[src/rtl/rv32_ctrl_pkg.sv]
// Shared encodings for the RV32 control path: FSM states, opcodes, ALU codes
// and datapath mux selects, used by both the multicycle and single-cycle controllers.
package rv32_ctrl_pkg;

    typedef enum logic [3:0] {
        S_FETCH    = 4'd0,
        S_DECODE   = 4'd1,
        S_MEMADR   = 4'd2,
        S_MEMREAD  = 4'd3,
        S_MEMWB    = 4'd4,
        S_MEMWRITE = 4'd5,
        S_EXECR    = 4'd6,
        S_EXECI    = 4'd7,
        S_ALUWB    = 4'd8,
        S_BRANCH   = 4'd9,
        S_JAL      = 4'd10
    } state_t;

    localparam logic [6:0] OP_LW     = 7'b0000011;
    localparam logic [6:0] OP_SW     = 7'b0100011;
    localparam logic [6:0] OP_RTYPE  = 7'b0110011;
    localparam logic [6:0] OP_IALU   = 7'b0010011;
    localparam logic [6:0] OP_BRANCH = 7'b1100011;
    localparam logic [6:0] OP_JAL    = 7'b1101111;

    localparam logic [2:0] ALU_ADD = 3'b000;
    localparam logic [2:0] ALU_SUB = 3'b001;
    localparam logic [2:0] ALU_AND = 3'b010;
    localparam logic [2:0] ALU_OR  = 3'b011;
    localparam logic [2:0] ALU_SLT = 3'b101;

    localparam logic [1:0] ALUOP_ADD   = 2'b00;
    localparam logic [1:0] ALUOP_SUB   = 2'b01;
    localparam logic [1:0] ALUOP_FUNCT = 2'b10;

    localparam logic [1:0] SRCA_PC    = 2'b00;
    localparam logic [1:0] SRCA_OLDPC = 2'b01;
    localparam logic [1:0] SRCA_RD1   = 2'b10;

    localparam logic [1:0] SRCB_RD2  = 2'b00;
    localparam logic [1:0] SRCB_IMM  = 2'b01;
    localparam logic [1:0] SRCB_FOUR = 2'b10;

    localparam logic [1:0] RES_ALUOUT    = 2'b00;
    localparam logic [1:0] RES_DATA      = 2'b01;
    localparam logic [1:0] RES_ALURESULT = 2'b10;

    localparam logic [1:0] IMM_I = 2'b00;
    localparam logic [1:0] IMM_S = 2'b01;
    localparam logic [1:0] IMM_B = 2'b10;
    localparam logic [1:0] IMM_J = 2'b11;

    function automatic logic [1:0] imm_for_op(input logic [6:0] op);
        case (op)
            OP_SW:     imm_for_op = IMM_S;
            OP_BRANCH: imm_for_op = IMM_B;
            OP_JAL:    imm_for_op = IMM_J;
            default:   imm_for_op = IMM_I;
        endcase
    endfunction

endpackage

[src/rtl/alu_decoder.sv]
// Maps the coarse aluop from the controller plus funct fields to an ALU operation.
module alu_decoder
    import rv32_ctrl_pkg::*;
(
    input  logic [1:0] aluop,
    input  logic [2:0] funct3,
    input  logic       funct7b5,
    input  logic       op5,
    output logic [2:0] alucontrol
);

    always_comb begin
        alucontrol = ALU_ADD;
        case (aluop)
            ALUOP_ADD: alucontrol = ALU_ADD;
            ALUOP_SUB: alucontrol = ALU_SUB;
            ALUOP_FUNCT: begin
                case (funct3)
                    // IR[30] only means sub for R-type; for addi it is an immediate bit
                    3'b000:  alucontrol = (funct7b5 & op5) ? ALU_SUB : ALU_ADD;
                    3'b010:  alucontrol = ALU_SLT;
                    3'b110:  alucontrol = ALU_OR;
                    3'b111:  alucontrol = ALU_AND;
                    default: alucontrol = ALU_ADD;
                endcase
            end
            default: alucontrol = ALU_ADD;
        endcase
    end

endmodule

[src/rtl/mc_ctrl_unit.sv]
// Multicycle RV32 controller: sequences fetch/decode/execute/memory/writeback
// over a shared memory with a ready handshake, driving all datapath selects.
module mc_ctrl_unit
    import rv32_ctrl_pkg::*;
#(
    parameter int STATE_W = 4
) (
    input  logic               clk_i,
    input  logic               rst_i,
    input  logic [6:0]         op_i,
    input  logic [2:0]         funct3_i,
    input  logic               funct7b5_i,
    input  logic               zero_i,
    input  logic               mem_ready_i,
    output logic               mem_req_o,
    output logic               mem_we_o,
    output logic               adrsrc_o,
    output logic               irwrite_o,
    output logic               pcwrite_o,
    output logic               regwrite_o,
    output logic [1:0]         alusrca_o,
    output logic [1:0]         alusrcb_o,
    output logic [1:0]         resultsrc_o,
    output logic [1:0]         immsrc_o,
    output logic [2:0]         alucontrol_o,
    output logic               illegal_o,
    output logic [STATE_W-1:0] state_o
);

    state_t     state_reg;
    state_t     state_next;
    logic [1:0] aluop;

    always_ff @(posedge clk_i) begin
        if (rst_i) begin
            state_reg <= S_FETCH;
        end else begin
            state_reg <= state_next;
        end
    end

    always_comb begin
        state_next = state_reg;
        case (state_reg)
            S_FETCH:    state_next = mem_ready_i ? S_DECODE : S_FETCH;
            S_DECODE: begin
                case (op_i)
                    OP_LW, OP_SW: state_next = S_MEMADR;
                    OP_RTYPE:     state_next = S_EXECR;
                    OP_IALU:      state_next = S_EXECI;
                    OP_BRANCH:    state_next = S_BRANCH;
                    OP_JAL:       state_next = S_JAL;
                    default:      state_next = S_FETCH;
                endcase
            end
            S_MEMADR:   state_next = (op_i == OP_SW) ? S_MEMWRITE : S_MEMREAD;
            S_MEMREAD:  state_next = mem_ready_i ? S_MEMWB : S_MEMREAD;
            S_MEMWB:    state_next = S_FETCH;
            S_MEMWRITE: state_next = mem_ready_i ? S_FETCH : S_MEMWRITE;
            S_EXECR:    state_next = S_ALUWB;
            S_EXECI:    state_next = S_ALUWB;
            S_ALUWB:    state_next = S_FETCH;
            S_BRANCH:   state_next = S_FETCH;
            S_JAL:      state_next = S_ALUWB;
            default:    state_next = S_FETCH;
        endcase
    end

    always_comb begin
        mem_req_o   = 1'b0;
        mem_we_o    = 1'b0;
        adrsrc_o    = 1'b0;
        irwrite_o   = 1'b0;
        pcwrite_o   = 1'b0;
        regwrite_o  = 1'b0;
        illegal_o   = 1'b0;
        alusrca_o   = SRCA_PC;
        alusrcb_o   = SRCB_RD2;
        resultsrc_o = RES_ALUOUT;
        aluop       = ALUOP_ADD;
        case (state_reg)
            S_FETCH: begin
                // PC+4 goes straight from the ALU into PC as the word is captured
                mem_req_o   = 1'b1;
                alusrcb_o   = SRCB_FOUR;
                resultsrc_o = RES_ALURESULT;
                irwrite_o   = mem_ready_i;
                pcwrite_o   = mem_ready_i;
            end
            S_DECODE: begin
                alusrca_o = SRCA_OLDPC;
                alusrcb_o = SRCB_IMM;
                case (op_i)
                    OP_LW, OP_SW, OP_RTYPE, OP_IALU, OP_BRANCH, OP_JAL: illegal_o = 1'b0;
                    default: illegal_o = 1'b1;
                endcase
            end
            S_MEMADR: begin
                alusrca_o = SRCA_RD1;
                alusrcb_o = SRCB_IMM;
            end
            S_MEMREAD: begin
                mem_req_o = 1'b1;
                adrsrc_o  = 1'b1;
            end
            S_MEMWB: begin
                resultsrc_o = RES_DATA;
                regwrite_o  = 1'b1;
            end
            S_MEMWRITE: begin
                mem_req_o = 1'b1;
                mem_we_o  = 1'b1;
                adrsrc_o  = 1'b1;
            end
            S_EXECR: begin
                alusrca_o = SRCA_RD1;
                aluop     = ALUOP_FUNCT;
            end
            S_EXECI: begin
                alusrca_o = SRCA_RD1;
                alusrcb_o = SRCB_IMM;
                aluop     = ALUOP_FUNCT;
            end
            S_ALUWB: begin
                regwrite_o = 1'b1;
            end
            S_BRANCH: begin
                alusrca_o = SRCA_RD1;
                aluop     = ALUOP_SUB;
                pcwrite_o = zero_i ^ funct3_i[0];
            end
            S_JAL: begin
                alusrca_o = SRCA_OLDPC;
                alusrcb_o = SRCB_FOUR;
                pcwrite_o = 1'b1;
            end
            default: begin
                mem_req_o = 1'b0;
            end
        endcase
        // Reset must suppress every write even though the state register still
        // holds a mid-instruction state until the reset edge.
        if (rst_i) begin
            mem_req_o  = 1'b0;
            mem_we_o   = 1'b0;
            irwrite_o  = 1'b0;
            pcwrite_o  = 1'b0;
            regwrite_o = 1'b0;
            illegal_o  = 1'b0;
        end
    end

    alu_decoder u_alu_decoder (
        .aluop      (aluop),
        .funct3     (funct3_i),
        .funct7b5   (funct7b5_i),
        .op5        (op_i[5]),
        .alucontrol (alucontrol_o)
    );

    assign immsrc_o = imm_for_op(op_i);
    assign state_o  = STATE_W'(state_reg);

endmodule

[config.mk]
export PLATFORM = sky130hd
export DESIGN_NAME = mc_ctrl_unit
export DESIGN_NICKNAME = d
export VERILOG_FILES = /design/src/rtl/rv32_ctrl_pkg.sv /design/src/rtl/alu_decoder.sv /design/src/rtl/mc_ctrl_unit.sv
export SDC_FILE = /design/constraint.sdc
export NUM_CORES = 1
export LEC_CHECK = 0
export ABC_AREA = 1
export CAP_MARGIN = 25
export CORE_MARGIN = 2
export CORE_UTILIZATION = 32
export CTS_CLUSTER_DIAMETER = 30
export DETAILED_ROUTE_END_ITERATION = 10
export HOLD_SLACK_MARGIN = 0.1
export PLACE_DENSITY_LB_ADDON = 0.15
export SLEW_MARGIN = 0
export SYNTH_ARGS = -nofsm -noshare
export SYNTH_HDL_FRONTEND = slang
export SYNTH_SLANG_ARGS = --single-unit
[constraint.sdc]
create_clock -name clk_i -period 1.7 [get_ports clk_i]
set_input_delay 0.425 -clock clk_i [delete_from_list [all_inputs] [get_ports clk_i]]
set_output_delay 0.425 -clock clk_i [all_outputs]
set_load 0.05 [all_outputs]
==> impl_metrics.csv, run 1 <==
group,metric,value,unit
yosys,yosysTopAreaCellShare,14.0,%
run_status,firstError,"[ERROR DPL-0038] Utilization greater than 100%, impossible to legalize",
run_status,stop_stage,"clock tree synthesis (4_1_cts)",
yosys,synthCells,103,
yosys,synthArstFlopShare,0,%
yosys,ys_warn_count,0,
yosys,syn_nets,120,
yosys,synth.most_common_cell,"nand2_1",
cts,cts_max_level,1,
yosys,synthFlopType,"dfxtp_1",
place,dp_hpwl,2.47,mm
floorplanning,rows,15,
run_status,status,"did not finish",
yosys,synth-seq-cells,4,
yosys,synth_compound_area_share,13.0,%
yosys,ys_seq_area_share,13.6,%
yosys,synth_area,588,sq um
floorplanning,die_w,46.9,um
yosys,synth_fa_ha_area_share,4.26,%
cts,holdBufCountCts,0,
cts,cts.sinks,4,
yosys,synth.avg_cell_area,5.71,sq um
cts,root_buffer,"clkbuf_4",
floorplanning,initial_core_util,34.1,%
place,place_inst,195,
yosys,synth_top_family_by_area,"simple AND/OR/NAND/NOR gates",
yosys,synth_xor_area_share,1.49,%
cts,cts_resized,61,
yosys,synth_top_cell_by_area,"nand2_1",
yosys,synthSimpleGateAreaFrac,53.8,%
yosys,synth.distinct_cells,26,
floorplanning,die_h,46.9,um
place,gp_congestion,0.803,
yosys,yosys-top-cells-area,"nand2_1 (14%), dfxtp_1 (14%), inv_1 (9.6%)",
yosys,synth_edf_count,0,
cts,post_cts_buffers,11,
yosys,synthMuxAreaShare,0,%
yosys,synth_commonest_cells,"nand2_1 (22), inv_1 (15), nor2_1 (15)",
cts,cts_buffers,3,
place,port_buffers,36,
floorplanning,io_pins,37,
cts,clockBufferDepth,2,
==> metrics by stage <==
stage               cell area (sq um)  worst slack [ns]  utilization [%]
floorplan                         742            -0.398                -
global placement                 1590            -0.367             91.9
detailed placement               1590            -0.444             91.9
==> cell families after synthesis <==
logic type               Yosys count
AO/OA/AOI/OAI                     12
XOR/XNOR                           1
adder cells (fa/ha/maj)            2
buffers and inverters             21
flip-flops                         4
AND/OR/NAND/NOR                   63
==> inputs of run 2 (changes only) <==
--- a/config.mk
+++ b/config.mk
@@ -7,11 +7,9 @@
 export LEC_CHECK = 0
 export ABC_AREA = 1
 export CAP_MARGIN = 25
-export CORE_MARGIN = 2
-export CORE_UTILIZATION = 32
-export CTS_CLUSTER_DIAMETER = 30
+export CORE_AREA = 2 2 63 65
 export DETAILED_ROUTE_END_ITERATION = 10
-export HOLD_SLACK_MARGIN = 0.1
+export DIE_AREA = 0 0 65 67
 export PLACE_DENSITY_LB_ADDON = 0.15
 export SLEW_MARGIN = 0
 export SYNTH_ARGS = -nofsm -noshare
==> constraint.sdc (replaced) <==
create_clock -name clk_i -period 2.2 [get_ports clk_i]
set_input_delay 0.55 -clock clk_i [delete_from_list [all_inputs] [get_ports clk_i]]
set_output_delay 0.55 -clock clk_i [all_outputs]
set_load 0.05 [all_outputs]
==> run 2 against run 1 <==
  * The flow now finishes without violations
  * Synthesized cell count unchanged
  * Area after synthesis stayed put
==> impl_metrics.csv, run 2 <==
group,metric,value,unit
yosys,ys_seq_area_share,13.6,%
yosys,synth.distinct_cells,26,
power_and_ir_drop,p_per_area,250,nW/um^2
finish,layout_commonest_cell,"buf_4",
sta,fin_skew,0.00112,ns
routing,ant_nets,0,
yosys,ys_warn_count,0,
critical_path,ff2ff_path_depth,6,
finish,layout_common_cells,"buf_4 (34), buf_12 (17), nand2_1 (16), nor2_1 (11), inv_1 (10)",
sta,setup_slack,0.0472,ns
sta,tightestPinTransition,0.510,ns
sta,max_freq,465,MHz
critical_path,critPathKind,"flop to output port",
finish,n_antenna_cell,0,
cts,tritoncts,"yes",
yosys,synth.most_common_cell,"nand2_1",
run,maxCapViolations,0,
floorplanning,io_pins,37,
finish,largest_reg_flops,4,
critical_path,crit_required,1.65,ns
cts,root_buffer,"clkbuf_8",
sta,drv_slew,0,
floorplanning,rows,22,
floorplanning,die_w,65,um
sta,rsz0062_at_grt,"true",
yosys,synthFlopType,"dfxtp_1",
routing,vias,943,
run_status,status,"finished clean",
finish,nets,196,
critical_path,cp-startpoint,"state_o[2]$_SDFF_PP0_",
yosys,synth-seq-cells,4,
yosys,synth.avg_cell_area,5.71,sq um
yosys,synthCells,103,
floorplanning,initial_core_util,16.3,%
cts,insertion_delay,0.21,ns
place,gp_congestion,0.744,
sta,fin_tns_setup,0,ns
yosys,synth_commonest_cells,"nand2_1 (22), inv_1 (15), nor2_1 (15)",
routing,vias_per_cell,4.19,
place,port_buffers,36,
yosys,yosysTopAreaCellShare,14.0,%
yosys,synthArstFlopShare,0,%
floorplanning,core_area,3610,sq um
place,dp_hpwl,1.94,mm
global_route,grt_max_degree,8,
hold_path,hp-class,"flop to flop",
yosys,synth_top_cell_by_area,"nand2_1",
sta,fin_crit_sh,97.9,%
cts,cts.sinks,4,
critical_path,critPathCaptureType,"output port",
hold_path,hp-start,"state_o[1]$_SDFF_PP0_",
power_and_ir_drop,power,0.411,mW
power_and_ir_drop,ir_drop,0.0964,mV
global_route,antenna_found_initial,0,
floorplanning,dieArea,4360,sq um
sta,hold_viol,0,
place,dp_worst_setup_slack,-0.144,ns
yosys,yosys-top-cells-area,"nand2_1 (14%), dfxtp_1 (14%), inv_1 (9.6%)",
critical_path,worst-path-max-fanout,3,
sta,relSlewSlack,65.9,%
finish,syn_to_final_growth,179,%
routing,drt_iter0_drc,19,
finish,instances_no_fill,225,
finish,postLayoutCoreUtil,45.6,%
hold_path,hold_depth,6,
global_route,grt_pass1_vias,928,
cts,holdBufCountCts,0,
critical_path,arrival,1.60,ns
routing,wl_per_cell,11.2,um
cts,cts_buffers,3,
yosys,synth_edf_count,0,
routing,dr.pass1.iters,4,
cts,clockBufferDepth,2,
finish,fill_cells,340,
routing,drcViolationCount,0,
floorplanning,die_h,67,um
sta,period_needed,2.15,ns
sta,setup_viol,0,
power_and_ir_drop,p_leak,0.796,nW
routing,routed_wirelength,2.52,mm
cts,path_clk_slew,0.03,ns
yosys,synth_area,588,sq um
place,place_inst,206,
global_route,grt_usage,11.6,%
cts,cts_max_level,1,
critical_path,reg2reg_from,"state_o[2]$_SDFF_PP0_",
yosys,syn_nets,120,
global_route,grt_overflow,0,
finish,drive_gt1_share,57.6,%
critical_path,cp-start-kind,"flop",
global_route,grt_pass1_wl,3.99,mm
[run 2: metal layers]
layer	track usage, %	part of all wire [%]	up-vias
li1	-	-	476
met1	12.4	41	443
met2	22.7	54	22
met3	2.87	3.9	2
met4	2.66	0.83	0
met5	0	0	-
[run 2: stage by stage]
step           hold WS (ns)  cell area [sq um]
4_1_cts               0.763               1580
5_1_grt               0.796               1640
3_5_place_dp          0.752               1400
6_report              0.752               1640
3_3_place_gp          0.742               1400
2_1_floorplan         0.608                668
[run 2: worst paths after layout]
check                          end  slack (ns)
max                alucontrol_o[2]        0.05
min          state_o[2]$_SDFF_PP0_        0.75
max reg2reg  state_o[1]$_SDFF_PP0_        1.01
min reg2reg  state_o[2]$_SDFF_PP0_        0.75
[run 2: area by class of cell]
| class | instances | area, sq um | area share [%] |
|---|---|---|---|
| timing repair buffer | 71 | 797 | 48.5 |
| clock buffer | 3 | 41.3 | 2.51 |
| sequential | 4 | 95.1 | 5.79 |
| tap | 48 | 60.1 | 3.66 |
| inverter | 21 | 86.3 | 5.26 |
| multi-input combinational | 78 | 563 | 34.3 |
[run 2: kinds of logic (layout without fill, tap and decap cells)]
family / count (synthesis) / after routing / synth area share (%)
and+or+nand+nor: 63 / 63 / 53.8
buffers and inverters: 21 / 95 / 13.8
AOI/OAI and AO/OA: 12 / 12 / 13.0
DFF: 4 / 4 / 13.6
adders and majority gates: 2 / 2 / 4.25
xor gates and xnor gates: 1 / 1 / 1.49
[run 2: report_power, final]
| group | switching, mW | total [mW] | internal, mW |
|---|---|---|---|
| sequential | 0.00196 | 0.0726 | 0.0707 |
| clock | 0.0325 | 0.149 | 0.116 |
| combinational | 0.101 | 0.190 | 0.0893 |
[run 2: what timing repair did]
item,CTS,global route
setup endpoints to repair,6,7
resized for setup,21,14
setup buffers,14,2
gates cloned,0,0
pin swaps,10,7
[run 2: worst max-delay path, stage by stage, from the launching register on]
cell	delay, ns
dfxtp_4	0.34
inv_4	0.04
nand2_1	0.11
nor2_2	0.07
inv_2	0.08
ha_4	0.15
nand2_4	0.05
buf_6	0.12
nor4_4	0.25
buf_12	0.18
Power figures use the tool's default switching activity.
